<file path="src/rtl/integ_pkg.sv">
// Shared types and constants for the multi-axis inertial integrator.
// The state enum is exported on a debug port so checkers can follow the controller.
package integ_pkg;

  typedef enum logic [1:0] {
    ST_IDLE = 2'd0,
    ST_CAL  = 2'd1,
    ST_RUN  = 2'd2
  } state_t;

  localparam logic [18:0] FUSION_INC  = 19'h03000;
  localparam int          SCALE_SHIFT = 5;

endpackage

</file>
<file path="src/rtl/integ_axis.sv">
// One rate channel: offset-compensate, scale, integrate with wrap or clamp,
// and capture the calibration offset from the running sum.
module integ_axis
  import integ_pkg::*;
#(
  parameter int RATE_W    = 16,
  parameter int CAL_SH    = 0,
  parameter int SCALE_NUM = 31,
  parameter int INT_W     = 27,
  parameter int OUT_W     = 12,
  parameter int SAT_MODE  = 0
) (
  input  logic                    clk,
  input  logic                    rst_n,
  input  logic                    i_run,
  input  logic                    i_vld_d1,
  input  logic                    i_acc_en,
  input  logic                    i_clr,
  input  logic                    i_sat_clr,
  input  logic                    i_cal_end,
  input  logic [RATE_W-1:0]       i_rate,
  input  logic signed [RATE_W+2:0] i_fuse,
  output logic [OUT_W-1:0]        o_heading,
  output logic                    o_sat
);

  localparam int CW = RATE_W + 3;
  localparam int PW = CW + 7;
  localparam int SW = INT_W + 2;
  localparam logic signed [SW-1:0] SUM_MAX = SW'({1'b0, {(INT_W-1){1'b1}}});
  localparam logic signed [SW-1:0] SUM_MIN = {3'b111, {(INT_W-1){1'b0}}};

  logic signed [CW-1:0]    r_comp;
  logic signed [CW-1:0]    r_scaled;
  logic signed [CW-1:0]    r_offset;
  logic signed [INT_W-1:0] r_integ;
  logic                    r_sat;

  logic signed [CW-1:0]    w_rate_sx;
  logic signed [CW-1:0]    w_rate_x8;
  logic signed [PW-1:0]    w_prod;
  logic signed [SW-1:0]    w_sum;
  logic                    w_ovf_hi;
  logic                    w_ovf_lo;
  logic signed [INT_W-1:0] w_next;
  logic signed [INT_W-1:0] w_cal_sum;

  assign w_rate_sx = CW'($signed(i_rate));
  assign w_rate_x8 = {i_rate, 3'b000};
  assign w_prod    = PW'(r_comp) * PW'(SCALE_NUM);

  // Three-term sum is two bits wider than the integrator so overflow is visible.
  assign w_sum    = SW'(r_integ) + SW'(r_scaled) + SW'(i_fuse);
  assign w_ovf_hi = (w_sum > SUM_MAX);
  assign w_ovf_lo = (w_sum < SUM_MIN);

  always_comb begin
    w_next = w_sum[INT_W-1:0];
    if (SAT_MODE != 0) begin
      if (w_ovf_hi)      w_next = {1'b0, {(INT_W-1){1'b1}}};
      else if (w_ovf_lo) w_next = {1'b1, {(INT_W-1){1'b0}}};
    end
  end

  // The last calibration sample is accumulated in the same cycle the offset
  // is captured, so the offset is taken from the post-accumulate value.
  assign w_cal_sum = i_acc_en ? w_next : r_integ;

  always_ff @(posedge clk or negedge rst_n) begin
    if (!rst_n) begin
      r_comp   <= '0;
      r_scaled <= '0;
      r_offset <= '0;
      r_integ  <= '0;
      r_sat    <= 1'b0;
    end else begin
      r_comp <= i_run ? (w_rate_x8 - r_offset) : w_rate_sx;
      if (i_vld_d1) r_scaled <= i_run ? CW'(w_prod >>> SCALE_SHIFT) : r_comp;
      if (i_clr)         r_integ <= '0;
      else if (i_acc_en) r_integ <= w_next;
      if (i_cal_end) r_offset <= CW'(w_cal_sum >>> CAL_SH);
      if (i_sat_clr)
        r_sat <= 1'b0;
      else if ((SAT_MODE != 0) && i_acc_en && (w_ovf_hi || w_ovf_lo))
        r_sat <= 1'b1;
    end
  end

  assign o_heading = r_integ[INT_W-1 -: OUT_W];
  assign o_sat     = r_sat;

endmodule

</file>
<file path="src/rtl/inertial_integrator_ma.sv">
// Gyro heading integrator: IDLE/CAL/RUN controller, calibration sample counter,
// vld pipeline and axis-0 guardrail fusion around NUM_AXES integ_axis channels.
module inertial_integrator_ma
  import integ_pkg::*;
#(
  parameter int NUM_AXES  = 3,
  parameter int RATE_W    = 16,
  parameter int CAL_LOG2  = 11,
  parameter int FAST_SIM  = 1,
  parameter int SCALE_NUM = 31,
  parameter int INT_W     = 27,
  parameter int OUT_W     = 12,
  parameter int SAT_MODE  = 0
) (
  input  logic                         clk,
  input  logic                         rst_n,
  input  logic                         strt_cal,
  input  logic                         vld,
  input  logic [NUM_AXES*RATE_W-1:0]   rate,
  input  logic                         lftIR,
  input  logic                         rghtIR,
  input  logic                         moving,
  input  logic                         clr_heading,
  output logic                         cal_done,
  output logic                         busy,
  output logic                         rdy,
  output logic [NUM_AXES*OUT_W-1:0]    heading,
  output logic [NUM_AXES-1:0]          sat,
  output state_t                       o_dbg_state
);

  // vld is a single-cycle strobe with no backpressure; rdy repeats it three
  // clocks later, in the cycle after the integrators absorbed that sample.
  localparam int CL    = (FAST_SIM != 0) ? 3 : CAL_LOG2;
  localparam int CNT_W = CL + 1;
  localparam int CW    = RATE_W + 3;
  localparam logic [CNT_W-1:0] CAL_N = {1'b1, {CL{1'b0}}};

  state_t               r_state;
  state_t               w_state_nxt;
  logic [CNT_W-1:0]     r_cnt;
  logic                 r_vld_d1;
  logic                 r_vld_d2;
  logic                 r_rdy;
  logic                 w_cal_end;
  logic                 w_run;
  logic                 w_acc_en;
  logic                 w_clr;
  logic                 w_sat_clr;
  logic signed [CW-1:0] w_fuse0;
  logic [NUM_AXES-1:0]  w_sat;

  always_comb begin
    w_state_nxt = r_state;
    w_cal_end   = 1'b0;
    case (r_state)
      ST_IDLE: if (strt_cal) w_state_nxt = ST_CAL;
      ST_CAL: begin
        if (strt_cal) begin
          w_state_nxt = ST_CAL;
        end else if (r_cnt == CAL_N) begin
          w_state_nxt = ST_RUN;
          w_cal_end   = 1'b1;
        end
      end
      ST_RUN:  if (strt_cal) w_state_nxt = ST_CAL;
      default: w_state_nxt = ST_IDLE;
    endcase
  end

  always_ff @(posedge clk or negedge rst_n) begin
    if (!rst_n) begin
      r_state  <= ST_IDLE;
      r_cnt    <= '0;
      r_vld_d1 <= 1'b0;
      r_vld_d2 <= 1'b0;
      r_rdy    <= 1'b0;
    end else begin
      r_state  <= w_state_nxt;
      r_vld_d1 <= vld;
      r_vld_d2 <= r_vld_d1;
      r_rdy    <= r_vld_d2;
      if (strt_cal)              r_cnt <= '0;
      else if (busy && r_vld_d1) r_cnt <= r_cnt + CNT_W'(1);
    end
  end

  assign busy      = (r_state == ST_CAL);
  assign w_run     = (r_state == ST_RUN);
  assign cal_done  = w_cal_end;
  assign rdy       = r_rdy;
  assign w_acc_en  = r_vld_d2 & (busy | (w_run & moving));
  // Restart outranks clr_heading; both force the clear ahead of accumulation.
  assign w_clr     = strt_cal | w_cal_end | (w_run & clr_heading);
  assign w_sat_clr = strt_cal | (w_run & clr_heading);

  always_comb begin
    w_fuse0 = '0;
    if (w_run && lftIR && !rghtIR)      w_fuse0 = CW'(FUSION_INC);
    else if (w_run && rghtIR && !lftIR) w_fuse0 = -CW'(FUSION_INC);
  end

  for (genvar a = 0; a < NUM_AXES; a++) begin : g_axis
    integ_axis #(
      .RATE_W    (RATE_W),
      .CAL_SH    (CL - 3),
      .SCALE_NUM (SCALE_NUM),
      .INT_W     (INT_W),
      .OUT_W     (OUT_W),
      .SAT_MODE  (SAT_MODE)
    ) u_axis (
      .clk       (clk),
      .rst_n     (rst_n),
      .i_run     (w_run),
      .i_vld_d1  (r_vld_d1),
      .i_acc_en  (w_acc_en),
      .i_clr     (w_clr),
      .i_sat_clr (w_sat_clr),
      .i_cal_end (w_cal_end),
      .i_rate    (rate[a*RATE_W +: RATE_W]),
      .i_fuse    ((a == 0) ? w_fuse0 : '0),
      .o_heading (heading[a*OUT_W +: OUT_W]),
      .o_sat     (w_sat[a])
    );
  end

  assign sat         = w_sat;
  assign o_dbg_state = r_state;

endmodule

</file>
<file path="config.mk">
export PLATFORM = sky130hd
export DESIGN_NAME = inertial_integrator_ma
export DESIGN_NICKNAME = d
export VERILOG_FILES = /design/src/rtl/integ_pkg.sv /design/src/rtl/integ_axis.sv /design/src/rtl/inertial_integrator_ma.sv
export SDC_FILE = /design/constraint.sdc
export NUM_CORES = 1
export LEC_CHECK = 0
export BUFFER_PORTS_ARGS = -buffer_cell sky130_fd_sc_hd__buf_2
export CAP_MARGIN = 20
export CORE_ASPECT_RATIO = 0.6
export CORE_MARGIN = 5
export CORE_UTILIZATION = 35
export CTS_BUF_LIST = sky130_fd_sc_hd__clkbuf_8 sky130_fd_sc_hd__clkbuf_16
export CTS_CLUSTER_DIAMETER = 150
export CTS_CLUSTER_SIZE = 28
export DETAILED_ROUTE_END_ITERATION = 8
export PLACE_DENSITY_LB_ADDON = 0.2
export SYNTH_ARGS = -nofsm -noshare
export SYNTH_HDL_FRONTEND = slang
export SYNTH_HIERARCHICAL = 1
export SYNTH_SLANG_ARGS = --single-unit
</file>
<file path="constraint.sdc">
create_clock -name clk -period 13.36 [get_ports clk]
set_input_delay 1.336 -clock clk [delete_from_list [all_inputs] [get_ports clk]]
set_output_delay 1.336 -clock clk [all_outputs]
set_load 0.02 [all_outputs]
</file>
Word-level counts from Yosys, hierarchy flattened

Cells that the tools add are included.

Add/sub/neg operators: 8
Multipliers: 3
Eq/ne operators: 5
Muxes and demuxes: 23
Bitwise gates (word level): 6
Reduce and logical (&&, ||, !) cells: 12

Operators by type and width:

| operator                                                                | number |
|---|---|
| 27-bit two-way mux                                                      | 6 |
| 19-bit two-way mux                                                      | 8 |
| 27-bit by 19-bit adder with 27-bit output                               | 4 |
| 19-bit by 6-bit multiplier with 24-bit output, second input constant    | 3 |
| 19-bit subtractor                                                       | 3 |
| 4-bit two-way mux                                                       | 2 |
| 2-bit two-way mux                                                       | 3 |
| 1-bit logical AND                                                       | 5 |
| 4-bit by 1-bit adder with 4-bit output, second input constant           | 1 |
| 4-bit == test, second input constant                                    | 1 |
| 2-bit one-hot mux with 2 select lines                                   | 1 |
| 2-bit nonzero test                                                      | 2 |
| 1-bit bitwise AND                                                       | 3 |
| 1-bit two-way mux                                                       | 3 |
| 3-bit by 2-bit inequality test with 1-bit output, second input constant | 1 |
| 1-bit OR                                                                | 3 |
| 2-bit by 1-bit == test with 1-bit output, second input constant         | 1 |
| 2-bit == test, second input constant                                    | 1 |
| 1-bit zero test                                                         | 2 |
| 2-bit zero test                                                         | 1 |
| 2-bit by 1-bit inequality test with 1-bit output, second input constant | 1 |
| 2-bit AND reduction                                                     | 1 |
| 2-bit OR reduction                                                      | 1 |

Register bits after elaboration: 261
Input port bits: 56
Output and inout port bits: 44
Logic and storage cells: 77

Logic depth before layout (Yosys ltp)

Gate-level depths: netlist of the first run.

Word-level depth: 8
Gate-level depth with buffers: 16
Gate-level depth less buffers: 16

Hierarchy

The synthesis of the first run kept the hierarchy.

By module, submodules not included:

| module                         | times used | cells an instance | area each (um^2) |
|---|---|---|---|
| integ_axis at g_axis[0].u_axis | 1          | 933               | 8,762.2 |
| integ_axis at g_axis[2].u_axis | 1          | 920               | 8,699.6 |
| integ_axis at g_axis[1].u_axis | 1          | 903               | 8,550.7 |
| inertial_integrator_ma         | 1          | 46                | 457.9 |

Least setup slack after synthesis of the first run

No wires, ideal clock.

Kind: input-to-reg
Start: input lftIR
End: register g_axis[0].u_axis.r_integ[26]
Setup time: 0.125 ns
Arrival: 5.209 ns
Data required time: 13.235 ns
Slack: 8.026 ns
Cell stages on the path: 11
Buffers on the path: 0
Cells stage by stage: nand2b_1 -> nor2_1 -> fa_1 -> ha_1 -> a21oi_1 -> nand2_1 -> a21o_1 -> a221o_1 -> or4_1 -> o211ai_1 -> mux2_2

Cells in the longest elaborated chain, start to end: 7

Ends and longest elaborated chain:

| item                                          | line                          | source |
|---|---|---|
| start: declaration                            | inertial_integrator_ma.sv:20  | `input logic lftIR,` |
| 1-bit zero test                               | inertial_integrator_ma.sv:100 | `else if (w_run && rghtIR && !lftIR) w_fuse0 = -CW'(FUSION_INC);` |
| 1-bit logical AND                             | inertial_integrator_ma.sv:100 |  |
| 19-bit two-way mux                            | inertial_integrator_ma.sv:100 |  |
| 19-bit two-way mux (*)                        | inertial_integrator_ma.sv:99  | `if (w_run && lftIR && !rghtIR) w_fuse0 = CW'(FUSION_INC);` |
| net w_fuse0[14]                               | inertial_integrator_ma.sv:50  | `logic signed [CW-1:0] w_fuse0;` |
| 27-bit by 19-bit adder with 27-bit output (*) | integ_axis.sv:53              | `assign w_sum = SW'(r_integ) + SW'(r_scaled) + SW'(i_fuse);` |
| 27-bit two-way mux (*)                        | --                            |  |
| 27-bit two-way mux (*)                        | integ_axis.sv:79              | `if (i_clr) r_integ <= '0;` |
| end signal: assignment                        | integ_axis.sv:80              | `else if (i_acc_en) r_integ <= w_next;` |
| end: declaration                              | integ_axis.sv:36              | `logic signed [INT_W-1:0] r_integ;` |

The timed path passes the listed nets; every way through them passes the cells marked *. The select of a mux whose other input is x is not followed.
A chain may end at the register's enable or synchronous reset.

Worst setup path in the final report of the first run

Start: register g_axis[1].u_axis.r_comp[7]
End: register g_axis[1].u_axis.r_scaled[14]

Cells in the longest elaborated chain, start to end: 2

Ends and longest elaborated chain:

| item                                          | line             | source |
|---|---|---|
| start: declaration                            | integ_axis.sv:33 | `logic signed [CW-1:0] r_comp;` |
| start signal: assignment                      | integ_axis.sv:77 | `r_comp <= i_run ? (w_rate_x8 - r_offset) : w_rate_sx;` |
| 19-bit by 6-bit multiplier with 24-bit output | integ_axis.sv:50 | `assign w_prod = PW'(r_comp) * PW'(SCALE_NUM);` |
| 19-bit two-way mux                            | integ_axis.sv:78 | `if (i_vld_d1) r_scaled <= i_run ? CW'(w_prod >>> SCALE_SHIFT) : r_comp;` |
| end signal: assignment                        | integ_axis.sv:78 |  |
| end: declaration                              | integ_axis.sv:34 | `logic signed [CW-1:0] r_scaled;` |

No other way between the ends.

==> results by group, run 1 <==
Logic synthesis
  – Top cells by area, synth: dfrtp_1 (25%), fa_1 (17%), ha_1 (12%)
  – Asr flop ratio synth: 1.000
  – Post-synth EDFFs: 0
  – Post-synthesis compound-gate area fraction: 0.1594
  – Most used DFF post-synth: dfrtp_1
  – Synth cell types: between 100 and 150
  – Dominant cell type by area after synthesis: dfrtp_1
  – Area share of fa/ha/maj cells after synthesis: 0.2948
  – Post-Syn Area per Cell: roughly 9.4 sq um
  – Multiplexer share of the synthesized area: 0.05251
  – Synth Instances: around 2800
  – Seq/Total Area, Yosys: 0.2467
  – Synth Area in XOR/XNOR: 0.05261
  – Yosys reg bits: roughly 260
  – Mapped cell area: around 26000 sq um
  – Largest family of logic cells by synthesized area: adder cells
  – Post-Synth Simple-Gate Area: 0.1181
  – Top cell type's share of synthesized area: 0.2467
  – Ys Warns: 6

Clock tree
  – CTS sink count: roughly 260
  – TritonCTS Buffers: 13
  – Hold-fix buffers at CTS: 0
  – CTS H-tree depth: 1
  – CTS Buffer Depth: 3
  – # resized after CTS: 0
  – Reg clk slew, reported paths: between 0.1 and 0.15 ns
  – Root buf cell: clkbuf_16
  – CTS tree: built
  – Setup Buffers After CTS: 0
  – Clk_lat worst skew: approximately 0.54 ns

STA
  – Final Hold Violating Endpoints: 0
  – Fmax: around 0.22 GHz
  – Post-route clock period utilization: 0.3416
  – Clock skew: between 0.03 and 0.04 ns
  – Normalized max-slew margin: 0.3746
  – RSZ-0062 raised after global routing: no
  – Setup TNS: 0 ns
  – Least-Margin Pin Slew: 0.9380 ns
  – Post-layout min period: approximately 4.6 ns
  – Final setup violation count: 0
  – Final count of pins violating max slew: 0

Floorplanning
  – Die area: between 80000 and 90000 sq um
  – Initial Utilization: 0.3518
  – Io pins: 100
  – # rows: a little under 80
  – Core ar.: approximately 75000 sq um
  – Die X: between 300 and 400 um
  – Die H: about 220 um

Place
  – # port buffers: between 90 and 100
  – DP Cell Count: 3864
  – HPWL after detailed placement: 53910 um
  – RePlAce Congestion: around 0.9

Critical path
  – Critical Path Start Type: flip-flop
  – Type of destination of the critical path: flip-flop
  – Crit path max fanout: 6
  – Crit path DAT: slightly below 5 ns
  – Crit Path Category: flip-flop to flip-flop
  – CP required: roughly 14 ns

Outcome
  – Outcome: finished clean

Route
  – 1st-iter DRT viols: between 1000 and 1500
  – Drt wl/cell: around 18 um
  – Drt total wl: 68210 um
  – Antenna Violating Nets Remaining: 0
  – Vias per cell: between 5 and 6
  – Vias: around 20000
  – Residual DRC count: 0
  – First-pass DRT Iterations: 5

Power
  – Max IR drop VDD: about 0.11 mV
  – Pwr Density: 174.1 nW/um^2
  – Lkg Pwr: around 14 nW

Layout
  – Most frequent cells in the layout: inv_1 (366), dfrtp_1 (260), ha_1 (254)
  – Share of layout cells above drive strength 1: 0.08021
  – Layout Cells excl Fill: around 3900
  – Fillers: between 7000 and 8000
  – Layout area overhead: 7.034%
  – # nets final: between 3000 and 4000
  – Most common cell after layout, fill and taps aside: inv_1
  – Final core utilization: 0.3765
  – Multi-input gate area: between 15000 and 20000 sq um
  – Reg area: 6535 sq um
  – Diode count: 0

Global route
  – Initial antenna violation count: 0
  – Global-route wire length before repair: roughly 110000 um
  – Gr usage total: 0.1695
  – Vias in the first global route: roughly 20000
  – GRT Residual Overflow: 0
  – Largest net degree at the start of global routing: between 80 and 90

Flow run
  – Max-Cap Viols: 0

Hold path
  – Hold Path Class: flip-flop to flip-flop
[Yosys cell counts, types with 14 or more instances]
library cell  number
and3_1            28
o211ai_1          18
a31oi_1           32
nor2_1           239
fa_1             231
o21ai_0           78
or3_1             14
xnor2_1           92
mux2_2            55
dfrtp_1          261
a21oi_1          232
nor3_1            39
a21o_1            88
nand3_1           44
buf_4             41
a211oi_1          14
nand2_1          113
xor2_1            67
and2_1            16
nor2b_1           41
o21ai_1           16
clkbuf_1          60
ha_1             254
nand2b_1          24
nand4_1           22
o21a_1            29
mux2i_1           77
inv_1            366
[sequential cells by signal, indices dropped and copies added, names as in the netlist]
| register | count |
|---|---|
| o_dbg_state | 2 |
| r_cnt | 4 |
| g_axis.u_axis/r_integ | 81 |
| rdy | 1 |
| r_vld_d1 | 1 |
| g_axis.u_axis/r_offset | 57 |
| g_axis.u_axis/r_comp | 57 |
| g_axis.u_axis/r_scaled | 57 |
| r_vld_d2 | 1 |
[report_power, final]
group | total (mW) | switching [mW] | internal [mW]
clock | 0.487 | 0.303 | 0.184
combinational | 3.38 | 1.97 | 1.41
sequential | 1.07 | 0.148 | 0.922
total | 4.93 | 2.42 | 2.52
[cells by family (layout without fill, tap and decap cells)]
logic type                 count (synthesis)  in the layout
DFF                                      261            261
other                                      4             69
adders and majority gates                485            485
and+or+nand+nor                          638            638
xor gates and xnor gates                 159            159
buffers and inverters                    480            493
muxes                                    132            132
AOI/OAI and AO/OA                        643            643
[critical path: stages (launching register included)]
cell	delay, ns
dfrtp_1	0.52
fa_1	0.54
fa_1	0.49
inv_1	0.05
fa_1	0.54
inv_1	0.05
ha_1	0.34
and3_1	0.22
a221o_1	0.37
a221oi_4	0.41
o211a_1	0.29
o31ai_1	0.11
xor2_1	0.15
mux2i_1	0.24
a21oi_1	0.11
[layer usage]
metal	track usage	vias to the layer above	part of all wire
met5	0	-	0
met4	0.01931	0	0.012
met3	0.01801	39	0.041
met2	0.2430	394	0.40
met1	0.2789	9857	0.54
li1	-	9619	-
[metrics by stage]
step	hold WS (ns)	setup slack, ns	area (sq um)	power (mW)
after global placement	0.4982	8.433	27980	4.350
after floorplan	0.3465	8.026	26710	3.670
after global routing	0.5317	8.509	28330	5.431
after CTS	0.5340	8.768	28330	4.948
final	0.5026	8.796	28330	4.932
after detailed placement	0.4920	8.468	27980	4.412
[worst paths after layout]
kind,startpoint,depth (start not counted),end,slack (ns)
worst min register to register,r_vld_d2,0,rdy,0.50
min in group asynchronous,rst_n,1,r_vld_d2,0.81
worst max-delay path,g_axis[1].u_axis/r_comp[7],14,g_axis[1].u_axis/r_scaled[14],8.80
max in group asynchronous,rst_n,2,g_axis[2].u_axis/r_comp[0],11.07
worst min-delay path,r_vld_d2,0,rdy,0.50
worst max register to register,g_axis[1].u_axis/r_comp[7],14,g_axis[1].u_axis/r_scaled[14],8.80
[area by class of cell]
| class | count | share of cell area |
|---|---|---|
| Tap cell | 1000 | 0.04416 |
| Inverter | 368 | 0.04893 |
| Clock inverter | 3 | 0.001060 |
| Clock buffer | 13 | 0.01148 |
| Multi-Input combinational cell | 2126 | 0.6430 |
| Timing Repair Buffer | 109 | 0.02076 |
| Sequential cell | 261 | 0.2307 |
Note: power is estimated with default switching activity, not from simulation.
==> run 2, diff against run 1 <==
clock period = 4.7 ns   (was 13.36 ns; I/O delays follow)
==> run 2 against run 1 <==
- flip-flop and latch count is the same
- highest routed layer unchanged
- die area unchanged
- global-route usage is 0.14 points higher
==> results by group, run 2 (same netlist as run 1, synthesis figures left out) <==
Floorplanning
  – Io pins: 100 (unchanged)
  – # rows: 78 (unchanged)
  – Initial Utilization: 0.3518 (unchanged)
  – Die X: 365.0 um (unchanged)
  – Die area: 81410 sq um (unchanged)
  – Die H: 223.0 um (unchanged)
  – Core ar.: 75240 sq um (unchanged)

Critical path
  – Type of destination of the critical path: flip-flop (unchanged)
  – Worst Setup SP: g_axis[1].u_axis/r_comp[7] (unchanged)
  – Reg2reg path depth: 14 (unchanged)
  – Crit path DAT: 4.93 ns (was 4.97 ns)
  – CP required: 5.10 ns (was 13.77 ns)
  – Crit path capture: g_axis[1].u_axis/r_scaled[18] (was g_axis[1].u_axis/r_scaled[14])
  – Critical Path Start Type: flip-flop (unchanged)
  – R2R setup slack: 0.17 ns (was 8.80 ns)
  – Worst R2R Start: g_axis[1].u_axis/r_comp[7] (unchanged)
  – R2r endpoint: g_axis[1].u_axis/r_scaled[18] (was g_axis[1].u_axis/r_scaled[14])
  – Crit Path Category: flip-flop to flip-flop (unchanged)
  – Crit path max fanout: 6 (unchanged)

Layout
  – Most flops, register: g_axis.u_axis/r_integ (unchanged)
  – Design area: 28460 sq um (was 28330 sq um)
  – Layout Cells excl Fill: 3890 (was 3880)
  – Most common cell after layout, fill and taps aside: inv_1 (unchanged)
  – # nets final: 3430 (was 3420)
  – Most frequent cells in the layout: inv_1 (366), dfrtp_1 (255), ha_1 (254) (was inv_1 (366), dfrtp_1 (260), ha_1 (254))
  – Fillers: 7555 (was 7558)
  – Max reg flops: 81 (unchanged)
  – Share of layout cells above drive strength 1: 0.08446 (was 0.08021)
  – Layout area overhead: 7.506% (was 7.034%)

Clock tree
  – CTS H-tree depth: 1 (unchanged)
  – Reg clk slew, reported paths: 0.12 ns (about the same)
  – CTS tree: built (unchanged)
  – Root buf cell: clkbuf_16 (unchanged)
  – Clk_lat worst skew: 0.53 ns (was 0.54 ns)
  – TritonCTS Buffers: 13 (unchanged)
  – CTS sink count: 261 (unchanged)
  – CTS Buffer Depth: 3 (unchanged)

STA
  – Fmax: 0.2207 GHz (was 0.2191 GHz)
  – RSZ-0062 raised after global routing: no (unchanged)
  – Clock skew: 0.03975 ns (was 0.03964 ns)
  – Final count of pins violating max slew: 0 (unchanged)
  – Post-route clock period utilization: 0.9640 (was 0.3416)
  – Post-layout min period: 4.531 ns (was 4.564 ns)
  – Final Hold Violating Endpoints: 0 (unchanged)
  – Setup TNS: 0 ns (unchanged)
  – Hold_ws: 0.03901 ns (was 0.5026 ns)
  – Least-Margin Pin Slew: 0.8474 ns (was 0.9380 ns)
  – Final setup violation count: 0 (unchanged)
  – Normalized max-slew margin: 0.4205 (was 0.3746)

Place
  – # port buffers: 96 (unchanged)
  – DP Cell Count: 3872 (was 3864)
  – Cell Area, Placed: 28060 sq um (was 27980 sq um)
  – HPWL after detailed placement: 54660 um (was 53910 um)
  – RePlAce Congestion: 0.8820 (was 0.8799)

Route
  – Antenna Violating Nets Remaining: 0 (unchanged)
  – Drt total wl: 68770 um (was 68210 um)
  – Residual DRC count: 0 (unchanged)
  – Vias per cell: 5.099 (was 5.131)
  – Vias: 19830 (was 19910)
  – 1st-iter DRT viols: 1333 (was 1486)
  – Drt wl/cell: 17.68 um (was 17.58 um)
  – First-pass DRT Iterations: 5 (unchanged)

Global route
  – Global routing's busiest layer: met1 (unchanged)
  – Met2 Usage GRT: 0.2545 (was 0.2430)
  – Vias in the first global route: 20370 (was 20120)
  – M1 GR Usage: 0.2740 (was 0.2789)
  – Initial antenna violation count: 1 (was 0)
  – GRT Residual Overflow: 0 (unchanged)
  – Met3 Use GR: 0.01649 (was 0.01801)
  – Global-route wire length before repair: 113200 um (was 112700 um)
  – Largest net degree at the start of global routing: 131 (was 84)
  – Gr usage total: 0.1710 (was 0.1695)

Outcome
  – Outcome: finished clean (unchanged)

Power
  – Pwr Density: 492.4 nW/um^2 (was 174.1 nW/um^2)
  – Max IR drop VDD: 0.2545 mV (was 0.1053 mV)
  – Lkg Pwr: 13.79 nW (was 13.73 nW)

Flow run
  – Max-Cap Viols: 0 (unchanged)

Hold path
  – Hold Path Class: input port to flip-flop (was flip-flop to flip-flop)
run 2: how the worst min path moves through the flow:
stage               slack [ns]  startpoint                          to  cells past startpoint
finish                    0.04         vld                    r_vld_d1                      1
global route              0.01         vld                    r_vld_d1                      1
CTS                      0.007         vld                    r_vld_d1                      1
detailed placement        0.38    r_vld_d2                         rdy                      0
global placement          0.36    r_vld_d2                         rdy                      0
floorplan                 0.17       rst_n  g_axis[0].u_axis/r_comp[0]                      0
run 2: power by group:
| group | switching (mW) | leakage [nW] | internal, mW |
|---|---|---|---|
| sequential | 0.419 | 3.22 | 2.62 |
| clock | 0.816 | 0.182 | 0.572 |
| combinational | 5.56 | 10.4 | 4.03 |
run 2: repair_timing:
| item | in CTS | in global routing |
|---|---|---|
| gates resized for setup | 0 | 5 |
| hold buffers | 1 | 0 |
| endpoints found under the setup margin | 0 | 3 |
| hold endpoints to repair | 74 | 0 |
| setup buffers | 0 | 1 |
run 2: area by class of cell:
class,instances,area [sq um],area share
sequential,261,6541,0.2299
inverter,368,1384,0.04863
multi-input combinational,2126,18220,0.6401
clock inverter,2,46.29,0.001627
antenna,1,2.502,0.00008794
clock buffer,13,325.3,0.01143
timing repair buffer,119,690.7,0.02427
tap,1000,1251,0.04397
run 2: worst max-delay path, cell delays in order, from the launching register on:
cell      delay, ns
dfrtp_2        0.50
fa_1           0.52
fa_1           0.49
inv_1          0.05
fa_1           0.54
inv_1          0.05
ha_1           0.34
and3_1         0.22
a221o_1        0.37
a221oi_4       0.44
o21ai_2        0.17
a31o_2         0.28
a21oi_2        0.15
xnor2_1        0.15
o221ai_2       0.11
run 2: through the flow:
stage | power (mW) | utilization | setup slack, ns
global placement | 12.43 | 0.3729 | 0.1681
global route | 15.44 | 0.3782 | 0.008480
finish | 14.01 | 0.3782 | 0.1691
CTS | 14.07 | 0.3780 | 0.1021
detailed placement | 12.55 | 0.3729 | 0.1225
floorplan | 10.43 | - | 0.3764
run 2: layer usage:
metal | up-vias | wire [um]
li1 | 9636 | -
met1 | 9801 | 36850
met2 | 354 | 28670
met3 | 43 | 2445
met4 | 0 | 803
met5 | - | 0
==> run 3, diff against run 2 <==
CTS_BUF_LIST = sky130_fd_sc_hd__clkbuf_2   (was sky130_fd_sc_hd__clkbuf_8 sky130_fd_sc_hd__clkbuf_16)
SKIP_CTS_REPAIR_TIMING = 1   (was not set)
==> run 3 against run 2 <==
- via count is 1.6% higher
- clock power is 34% lower
- global-route usage hardly changed
- hold slack better by 0.10 ns
- clock skew is 0.082 ns higher
- critical path type unchanged
- critical endpoint unchanged
- largest cell class unchanged
- highest routed layer unchanged
==> results by group, run 3 (same netlist as run 1, synthesis figures left out) <==
Layout
  – Most common cell after layout, fill and taps aside: inv_1 (unchanged)
  – Most frequent cells in the layout: inv_1 (366), ha_1 (254), dfrtp_1 (250) (was inv_1 (366), dfrtp_1 (255), ha_1 (254))
  – Max reg flops: 81 (unchanged)
  – Layout Cells excl Fill: 3967 (was 3890)
  – # nets final: 3505 (was 3430)
  – Share of layout cells above drive strength 1: 0.08502 (was 0.08446)
  – Most flops, register: g_axis.u_axis/r_integ (unchanged)
  – Layout area overhead: 9.529% (was 7.506%)

STA
  – Normalized max-slew margin: 0.3971 (was 0.4205)
  – Least-Margin Pin Slew: 0.8816 ns (was 0.8474 ns)
  – RSZ-0062 raised after global routing: no (unchanged)
  – Clock skew: 0.1220 ns (was 0.03975 ns)
  – Final setup violation count: 0 (unchanged)
  – Fmax: 0.2209 GHz (was 0.2207 GHz)
  – Setup TNS: 0 ns (unchanged)
  – Final Hold Violating Endpoints: 0 (unchanged)
  – Post-route clock period utilization: 0.9631 (was 0.9640)
  – Final count of pins violating max slew: 0 (unchanged)
  – Final worst-path setup slack: 0.1737 ns (was 0.1691 ns)
  – Post-layout min period: 4.526 ns (was 4.531 ns)
  – Hold_ws: 0.1438 ns (was 0.03901 ns)

Route
  – First-pass DRT Iterations: 5 (unchanged)
  – Antenna Violating Nets Remaining: 0 (unchanged)
  – Residual DRC count: 0 (unchanged)
  – 1st-iter DRT viols: 1375 (was 1333)
  – Vias: 20150 (was 19830)
  – Drt wl/cell: 17.61 um (was 17.68 um)
  – Drt total wl: 69850 um (was 68770 um)
  – Vias per cell: 5.080 (was 5.099)

Clock tree
  – CTS H-tree depth: 1 (unchanged)
  – Reg clk slew, reported paths: 0.57 ns (was 0.12 ns)
  – Clk_lat worst skew: 1.04 ns (was 0.53 ns)
  – CTS sink count: 261 (unchanged)
  – CTS Buffer Depth: 3 (unchanged)
  – TritonCTS Buffers: 13 (unchanged)
  – CTS tree: built (unchanged)
  – Root buf cell: clkbuf_2 (was clkbuf_16)

Floorplanning
  – Die area: 81410 sq um (unchanged)
  – Io pins: 100 (unchanged)
  – Die X: 365.0 um (unchanged)
  – Core ar.: 75240 sq um (unchanged)
  – Die H: 223.0 um (unchanged)
  – Initial Utilization: 0.3518 (unchanged)
  – # rows: 78 (unchanged)

Critical path
  – Cell mode on critical path: fa_1 (unchanged)
  – R2R setup slack: 0.17 ns (about the same)
  – Cell count along the critical path: 14 (unchanged)
  – Delay-heaviest family, CP: adder cells (unchanged)
  – Buf/Inv on CP: 2 (unchanged)
  – Worst R2R Start: g_axis[1].u_axis/r_comp[7] (unchanged)
  – Reg2reg path depth: 14 (unchanged)
  – Critical Path Start Type: flip-flop (unchanged)
  – Crit-path max cell delay: 0.57 ns (was 0.54 ns)
  – Crit path max fanout: 5 (was 6)
  – R2r endpoint: g_axis[1].u_axis/r_scaled[18] (unchanged)
  – CP required: 5.71 ns (was 5.10 ns)
  – Type of destination of the critical path: flip-flop (unchanged)
  – Crit Path Category: flip-flop to flip-flop (unchanged)
  – Crit path DAT: 5.54 ns (was 4.93 ns)
  – CP max-delay cell: dfrtp_2 (was fa_1)
  – Worst path cell trace: fa_1, fa_1, inv_1, fa_1, inv_1, ha_1, and3_1, a221o_1, a221oi_4, o21ai_2, a31o_2, a21oi_2, xnor2_1, o221ai_2 (unchanged)

Place
  – DP Cell Count: 3872 (unchanged)
  – RePlAce Congestion: 0.8820 (unchanged)
  – DP Worst Slack: 0.1225 ns (unchanged)
  – HPWL after detailed placement: 54660 um (unchanged)
  – # port buffers: 96 (unchanged)

Power
  – Pwr Density: 469.3 nW/um^2 (was 492.4 nW/um^2)
  – Gate power share: 0.709 (was 0.684)
  – Clock power share: 0.067 (was 0.099)
  – Total power: 13.61 mW (was 14.01 mW)
  – Switching share of power: 0.4975 (was 0.4848)
  – Lkg Pwr: 14.01 nW (was 13.79 nW)
  – Switching power: 6.769 mW (was 6.794 mW)
  – Max IR drop VDD: 0.1821 mV (was 0.2545 mV)
  – Int Power: 6.838 mW (was 7.219 mW)
  – Seq pwr share: 0.224 (was 0.217)

Hold path
  – Hold Path Class: input port to flip-flop (unchanged)
  – Hold path endpoint: g_axis[0].u_axis/r_comp[18] (was r_vld_d1)
  – Hold Startpoint: rate[15] (was vld)
  – Hold path cells: 3 (was 1)

Global route
  – Global-route wire length before repair: 113300 um (was 113200 um)
  – Initial antenna violation count: 2 (was 1)
  – Vias in the first global route: 20340 (was 20370)
  – GRT Residual Overflow: 0 (unchanged)
  – Gr usage total: 0.1709 (was 0.1710)
  – Largest net degree at the start of global routing: 131 (unchanged)

Flow run
  – Max-Cap Viols: 0 (unchanged)

Outcome
  – Outcome: finished clean (unchanged)
[run 3: worst max-delay path by stage]
stage | from | end | slack, ns
after floorplan | o_dbg_state[0] | g_axis[0].u_axis/r_integ[26] | 0.38
after global placement | g_axis[1].u_axis/r_comp[5] | g_axis[1].u_axis/r_scaled[18] | 0.17
after detailed placement | g_axis[1].u_axis/r_comp[7] | g_axis[1].u_axis/r_scaled[18] | 0.12
after CTS | g_axis[1].u_axis/r_comp[7] | g_axis[1].u_axis/r_scaled[18] | 0.11
after global routing | g_axis[1].u_axis/r_comp[7] | g_axis[1].u_axis/r_scaled[18] | 0.003
final | g_axis[1].u_axis/r_comp[7] | g_axis[1].u_axis/r_scaled[18] | 0.17
[run 3: stage by stage]
step,utilization,area (sq um)
2_1_floorplan,-,26720
3_3_place_gp,0.3729,28060
3_5_place_dp,0.3729,28060
4_1_cts,0.3744,28170
5_1_grt,0.3852,28990
6_report,0.3853,28990
[run 3: power by group through the flow]
stage	Sequential [mW]	Clock, mW	Combinational, mW
floorplan	2.95	0	7.48
global placement	3.08	0	9.35
detailed placement	3.09	0	9.46
CTS	3.06	0.983	9.55
global route	3.13	1.05	10.9
finish	3.05	0.915	9.64
[run 3: final cells by class]
cell class,instances,area (sq um)
well taps,1000,1251
repair buffers,194,1469
diodes,3,7.507
inverters,368,1384
fillers,7549,46250
clock inverters,2,46.29
clock buffers,13,65.06
flip-flops and latches,261,6548
multi-input cells,2126,18220
[run 3: routing by layer]
layer	track usage	part of all wire	vias to the layer above
li1	-	-	9802
met1	0.2739	0.54	9927
met2	0.2549	0.42	373
met3	0.01657	0.034	51
met4	0.01956	0.012	0
met5	0	0	-
[run 3: worst min-delay path, cell delays in order]
cell and delay, ns:
dlygate4sd3_1 0.53, buf_2 0.14, xnor2_1 0.08
